==> config.mk <==
export PLATFORM = sky130hd
export DESIGN_NAME = victim_buffer
export DESIGN_NICKNAME = d
export VERILOG_FILES = /design/src/rtl/victim_buffer_pkg.sv /design/src/rtl/victim_line_reg.sv /design/src/rtl/victim_buffer.sv
export SDC_FILE = /design/constraint.sdc
export NUM_CORES = 1
export LEC_CHECK = 0
export ABC_AREA = 0
export CAP_MARGIN = 20
export CELL_PAD_IN_SITES_DETAIL_PLACEMENT = 0
export CELL_PAD_IN_SITES_GLOBAL_PLACEMENT = 1
export CORE_UTILIZATION = 25
export DETAILED_ROUTE_END_ITERATION = 16
export HOLD_SLACK_MARGIN = 0.05
export PLACE_DENSITY_LB_ADDON = 0.15
export SKIP_CTS_REPAIR_TIMING = 1
export SLEW_MARGIN = 20
export SYNTH_ARGS = -nofsm -noshare
export SYNTH_HDL_FRONTEND = slang
export SYNTH_HIERARCHICAL = 1
export SYNTH_SLANG_ARGS = --single-unit
export TNS_END_PERCENT = 30
==> constraint.sdc <==
create_clock -name clk -period 2.4 [get_ports clk]
set_input_delay 0.24 -clock clk [delete_from_list [all_inputs] [get_ports clk]]
set_output_delay 0.24 -clock clk [all_outputs]
set_load 0.05 [all_outputs]
==> src/rtl/victim_buffer_pkg.sv <==
// Shared LC-3b types for the victim buffer: bus widths, FSM state enum
// and the line-alignment helper.
package lc3b_types;

  typedef logic [15:0]  lc3b_word;
  typedef logic [127:0] lc3b_datbus;

  typedef enum logic [1:0] {
    VB_IDLE  = 2'd0,
    VB_FETCH = 2'd1,
    VB_DRAIN = 2'd2
  } lc3b_vb_state;

  function automatic lc3b_word line_align(
    input lc3b_word    a,
    input int unsigned ob
  );
    lc3b_word m;
    m = lc3b_word'((32'd1 << ob) - 32'd1);
    return a & ~m;
  endfunction

endpackage

==> src/rtl/victim_line_reg.sv <==
// Single victim-line entry: valid bit, line address and line data,
// with load (capture) and clear (drain done) controls.
import lc3b_types::*;

module victim_line_reg (
  input  logic       clk,
  input  logic       rst_n,
  input  logic       load,
  input  logic       clear,
  input  lc3b_word   load_addr,
  input  lc3b_datbus load_data,
  output logic       valid,
  output lc3b_word   addr,
  output lc3b_datbus data
);

  always_ff @(posedge clk or negedge rst_n) begin
    if (!rst_n) begin
      valid <= 1'b0;
      addr  <= '0;
      data  <= '0;
    end else if (load) begin
      valid <= 1'b1;
      addr  <= load_addr;
      data  <= load_data;
    end else if (clear) begin
      valid <= 1'b0;
    end
  end

endmodule

==> src/rtl/victim_buffer.sv <==
// One-entry victim buffer between L1 cache and physical memory.
// Optional VICTIM_BUFFER_READ_HIT_EN serves reads from the buffered line.
import lc3b_types::*;

module victim_buffer #(
  parameter int unsigned OFFSET_BITS = 4
) (
  input  logic       clk,
  input  logic       rst_n,
  input  logic       c_read,
  input  logic       c_write,
  input  lc3b_word   c_address,
  input  lc3b_datbus c_wdata,
  output lc3b_datbus c_rdata,
  output logic       c_resp,
  output logic       pmem_read,
  output logic       pmem_write,
  output lc3b_word   pmem_address,
  output lc3b_datbus pmem_wdata,
  input  lc3b_datbus pmem_rdata,
  input  logic       pmem_resp
);

  lc3b_vb_state state;
  lc3b_word     fetch_addr;
  lc3b_word     line_addr;
  logic         vb_valid;
  lc3b_word     vb_addr;
  lc3b_datbus   vb_data;
  logic         vb_clear;
  logic         accept;
  logic         wr_go;
  logic         rd_go;
  logic         hit;

  assign line_addr = line_align(c_address, OFFSET_BITS);

  // c_resp high means the cache still holds the request just served
  assign accept = !c_resp && (state != VB_FETCH);

`ifdef VICTIM_BUFFER_READ_HIT_EN
  assign hit = accept && c_read && !c_write && vb_valid
             && (vb_addr == line_addr);
`else
  assign hit = 1'b0;
`endif

  assign wr_go = accept && (state == VB_IDLE)
               && c_write && !vb_valid;
  assign rd_go = accept && (state == VB_IDLE)
               && c_read && !c_write && !hit;
  assign vb_clear = (state == VB_DRAIN) && pmem_resp;

  victim_line_reg u_line (
    .clk       (clk),
    .rst_n     (rst_n),
    .load      (wr_go),
    .clear     (vb_clear),
    .load_addr (line_addr),
    .load_data (c_wdata),
    .valid     (vb_valid),
    .addr      (vb_addr),
    .data      (vb_data)
  );

  assign pmem_read    = (state == VB_FETCH);
  assign pmem_write   = (state == VB_DRAIN);
  assign pmem_address = (state == VB_DRAIN) ? vb_addr : fetch_addr;
  assign pmem_wdata   = vb_data;

  always_ff @(posedge clk or negedge rst_n) begin
    if (!rst_n) begin
      state      <= VB_IDLE;
      c_resp     <= 1'b0;
      c_rdata    <= '0;
      fetch_addr <= '0;
    end else begin
      c_resp <= 1'b0;
      unique case (state)
        VB_IDLE: begin
          if (wr_go) begin
            c_resp <= 1'b1;
            state  <= VB_DRAIN;
          end else if (rd_go) begin
            fetch_addr <= line_addr;
            state      <= VB_FETCH;
          end
        end
        VB_FETCH: begin
          if (pmem_resp) begin
            c_rdata <= pmem_rdata;
            c_resp  <= 1'b1;
            state   <= VB_IDLE;
          end
        end
        VB_DRAIN: begin
          if (pmem_resp) state <= VB_IDLE;
        end
        default: state <= VB_IDLE;
      endcase
      if (hit) begin
        c_rdata <= vb_data;
        c_resp  <= 1'b1;
      end
    end
  end

endmodule
* Word level (Yosys, flattened, before mapping) *
Cells that the tools add are included.

cells by class
  equal/unequal tests = 5
  mux-type cells = 10
  bitwise operators = 1
  reduce and logical (&&, ||, !) cells = 16

operators with widths
  kind                                                                      number
  16-bit two-way mux                                                        1
  1-bit logical AND                                                         7
  2-bit two-way mux                                                         3
  1-bit two-way mux                                                         4
  2-bit by 1-bit inequality test with 1-bit output (second input constant)  2
  2-bit one-hot mux with 2 select lines                                     1
  2-bit AND reduction                                                       2
  1-bit zero test                                                           3
  3-bit by 2-bit inequality test with 1-bit output (second input constant)  1
  3-bit AND reduction                                                       1
  2-bit by 1-bit == test with 1-bit output (second input constant)          1
  2-bit == test (second input constant)                                     1
  2-bit zero test                                                           1
  1-bit one-hot mux with 2 select lines                                     1
  2-bit nonzero test                                                        1
  2-bit OR reduction                                                        1
  1-bit NOT                                                                 1

storage, ports and cells
  register bits after elaboration = 284
  input bits = 277
  output and inout port bits = 275
  logic and storage cells = 39

* Logic depth before layout (Yosys ltp) *
  depth in word-level cells = 8
  mapped depth = 8
  depth with buffers taken out = 5

* Cells and area by module *
The synthesis kept the hierarchy.

modules (own cells, without submodules)
  module           instances  cells an instance  area each (sq um)  sequential area each (sq um)
  victim_buffer    1          337                6177.2             3578.4
  victim_line_reg  1          307                5569.1             3628.5

* Worst setup path after synthesis *
Ideal clock, no wire load.

  path type = register to register
  start = register state[1]
  end = register u_line.data[100]
  library setup time = 0.125 ns
  arrival = 1.988 ns
  slack = 0.287 ns
  cell stages (with the launch flop) = 9
  buffers on the path = 3
  clock period less this slack = 2.113 ns
  cell sequence = dfrtp_1 -> inv_1 -> ha_1 -> nor2_2 -> and3_1 -> buf_6 -> buf_6 -> buf_6 -> mux2_4

on the way
  cells in the longest elaborated chain, start to end = 5
  elaborated cells on any way between the ends = 6
  those cells by class = eq/ne (1); reduce/logical (5)

RTL lines
  element                                           line                   RTL
  from (decl)                                       victim_buffer.sv:24    lc3b_vb_state state;
  from (signal assigned)                            victim_buffer.sv:73    state <= VB_IDLE;
  from (signal assigned)                            victim_buffer.sv:83    state <= VB_DRAIN;
  from (signal assigned)                            victim_buffer.sv:86    state <= VB_FETCH;
  2-bit by 1-bit inequality test with 1-bit output  victim_buffer.sv:39    assign accept = !c_resp && (state != VB_FETCH);
  1-bit logical AND                                 victim_buffer.sv:39
  1-bit logical AND *                               victim_buffer.sv:48    assign wr_go = accept && (state == VB_IDLE)
  1-bit logical AND * (2 in a row)                  victim_buffer.sv:49    && c_write && !vb_valid;
  net wr_go                                         victim_buffer.sv:32    logic wr_go;
  to (signal assigned)                              victim_line_reg.sv:25  data <= load_data;
  to (decl)                                         victim_line_reg.sv:14  output lc3b_datbus data

Mark *: on every way through the listed nets, which the timed path passes. The rest lies on a longest branch.
A chain may end at the register's enable or synchronous reset.

* Worst setup path after layout *
  start = register state[0]
  end = output port pmem_address[13]

on the way
  cells in the longest elaborated chain, start to end = 2

RTL lines
  element             line                 RTL
  2-bit == test       victim_buffer.sv:68  assign pmem_address = (state == VB_DRAIN) ? vb_addr : fetch_addr;
  16-bit two-way mux  victim_buffer.sv:68
  to (decl)           victim_buffer.sv:18  output lc3b_word pmem_address,

No other way between the ends.

==> results.json <==
{
  "final_antenna_net_count": 0,
  "post-route-min-period_ns": 2.25,
  "crit_path_max_fanout": 18,
  "first_pass_iters": 4,
  "yosysTopAreaCellShare_pct": 61.4,
  "avgRoutedWirePerCell_um": 19.6,
  "synth.area.top_cells": "dfrtp_1, mux2_4, mux2_2, buf_12, buf_6",
  "worstMarginPinSlew_ns": 0.638,
  "worstSetupEndpointType": "output port",
  "place.detailed.hpwl_um": 27400,
  "peakVddDrop_uv": 894,
  "viasPerCell": 4.04,
  "total_power_mw": 34.0,
  "antenna_found_initial": 2,
  "rsz0062_at_grt": "no",
  "fin_tns_setup_ns": 0,
  "core-area_sq_mm": 0.0465,
  "final_nets": 1505,
  "worst-setup-path-type": "register to output port",
  "die_area_sq_mm": 0.0479,
  "synth-seq-cells": 288,
  "fp.dieW_um": 219,
  "drive_above_1_share_pct": 31.8,
  "grt_pass1_vias": 7903,
  "clkLatencyLatePin_ns": 0.52,
  "cp.arrival_ns": 2.01,
  "via_count": 7496,
  "hp-class": "primary input to async pin",
  "numCtsBuffers": 36,
  "cts.sinks": 288,
  "wl_um": 36300,
  "slew_violations": 0,
  "track_usage_pct": 14.8,
  "cts_buffer_depth": 3,
  "grt_max_degree": 70,
  "clk_pin_slew_ns": 0.05,
  "clock_skew_ns": 0.00826,
  "grt.overflow.total": 0,
  "setup_violations": 0,
  "avgSynthCellArea_sq_um": 18.2,
  "drt_iter0_drc": 288,
  "port_buffers": 547,
  "critPathRequiredTime_ns": 2.16,
  "max_slew_margin_pct": 57.3,
  "root_buffer": "clkbuf_16",
  "yosysTopAreaCell": "dfrtp_1",
  "powerDensity_mw_per_mm2": 1770,
  "die_h_um": 219,
  "status": "completed",
  "htreeDepth": 2,
  "row_count": 79,
  "start_util_pct": 25.3,
  "drc": 0,
  "globalplace.congestion": 0.757,
  "fmax_mhz": 444,
  "yosysWarningCount": 6,
  "syn-instance-count": 644,
  "cp-start-kind": "register",
  "synth.distinct_cells": 22,
  "p_leak_nw": 8.42,
  "finalCritPeriodShare_pct": 93.8,
  "r2r_cells": 6,
  "seq_area_frac_synth_pct": 61.4,
  "cap_violations": 0,
  "area_growth_pct": 63.4,
  "grt_pass1_wl_um": 52600,
  "syn_area_sq_mm": 0.0117,
  "io_pins": 552,
  "cts_tree": "built",
  "hold_violations": 0
}
[kinds of logic (layout without fill, tap and decap cells)]
group,count (synthesis),count (layout),share of synthesized area [%]
mux,296,296,33.7
buf+inv,37,638,3.43
fa+ha+maj,3,3,0.320
compound gates,6,6,0.330
other cells,1,6,0.0319
flops,288,288,61.4
simple gates,13,13,0.788
[placed cells by master, fill, tap and decap left out, types with 2 or more instances in the layout]
master,count
mux2_4,168
clkbuf_1,8
a21oi_1,2
and2_1,5
inv_1,4
clkdlybuf4s50_1,528
clkbuf_8,14
clkbuf_16,37
a21o_1,2
conb_1,4
buf_12,18
mux2_2,128
nand2b_1,2
ha_1,3
dfrtp_1,288
diode_2,2
buf_4,25
[state kept, by name, summed over array words and instances (netlist names)]
register / flops
c_rdata: 128
c_resp: 1
fetch_addr: 12
state: 2
u_line/addr: 16
u_line/data: 128
u_line/valid: 1
[power by group]
| part | total, mW | switching (mW) | internal (mW) | leakage (nW) |
|---|---|---|---|---|
| registers | 8.67 | 1.29 | 7.38 | 3.42 |
| logic | 19.9 | 11.8 | 8.09 | 4.42 |
| clock network | 5.42 | 2.07 | 3.35 | 0.580 |
[layer usage]
layer	GRT usage [%]	part of all wire, %	up-vias
met2	26.0	53	244
li1	-	-	3429
met1	17.0	38	3791
met3	4.41	7.2	32
met4	4.86	2.0	0
met5	0	0	-
[cell type report]
type / count / area [sq um]
inverter: 4 / 15.0
multi-input combinational: 322 / 4170
sequential: 288 / 7210
fill: 4325 / 27300
clock buffer: 59 / 1150
clock inverter: 2 / 37.5
tap: 607 / 759
timing repair buffer: 573 / 5860
antenna: 2 / 5.00
[synthesized netlist by cell type]
master    count
dfrtp_1     288
mux2_4      168
mux2_2      128
buf_2        12
buf_12       10
buf_6        10
and2_1        5
inv_1         4
ha_1          3
a21o_1        2
a21oi_1       2
nand2b_1      2
a22o_1        1
and3_1        1
buf_8         1
conb_1        1
nand2_2       1
nand4b_2      1
nor2_2        1
nor2b_1       1
nor4b_1       1
o21ai_0       1
[metrics by stage]
stage	hold WS (ns)	cell area [sq um]	utilization, %	setup slack [ns]	cells
after floorplan	-0.0556	11800	-	0.287	647
after global placement	0.275	18000	38.7	0.209	1793
after detailed placement	0.279	18000	38.7	0.226	1793
after CTS	-0.301	19200	41.3	0.0757	1854
after global routing	0.298	19200	41.3	0.00813	1856
final	0.262	19200	41.3	0.148	1857
[path summary, 6_finish.rpt]
| path | startpoint | endpoint | slack, ns |
|---|---|---|---|
| min reg2reg | u_line/valid$_DFFE_PN0P_ | u_line/valid$_DFFE_PN0P_ | 0.49 |
| max | state[0]$_DFFE_PN0P_ | pmem_address[13] | 0.15 |
| min | rst_n | c_rdata[111]$_DFFE_PN0P_ | 0.26 |
| max in group asynchronous | rst_n | u_line/data[126]$_DFFE_PN0P_ | 1.32 |
| min in group clk | c_wdata[58] | u_line/data[58]$_DFFE_PN0P_ | 0.32 |
| max reg2reg | state[1]$_DFFE_PN0P_ | u_line/data[50]$_DFFE_PN0P_ | 0.26 |
[critical path, cell delays in order (launching register included)]
cell and delay [ns]:
dfrtp_1 0.39, inv_1 0.09, ha_1 0.14, buf_4 0.28, mux2_2 0.38, buf_4 0.19
No activity file was read; power rests on OpenSTA's default activity.
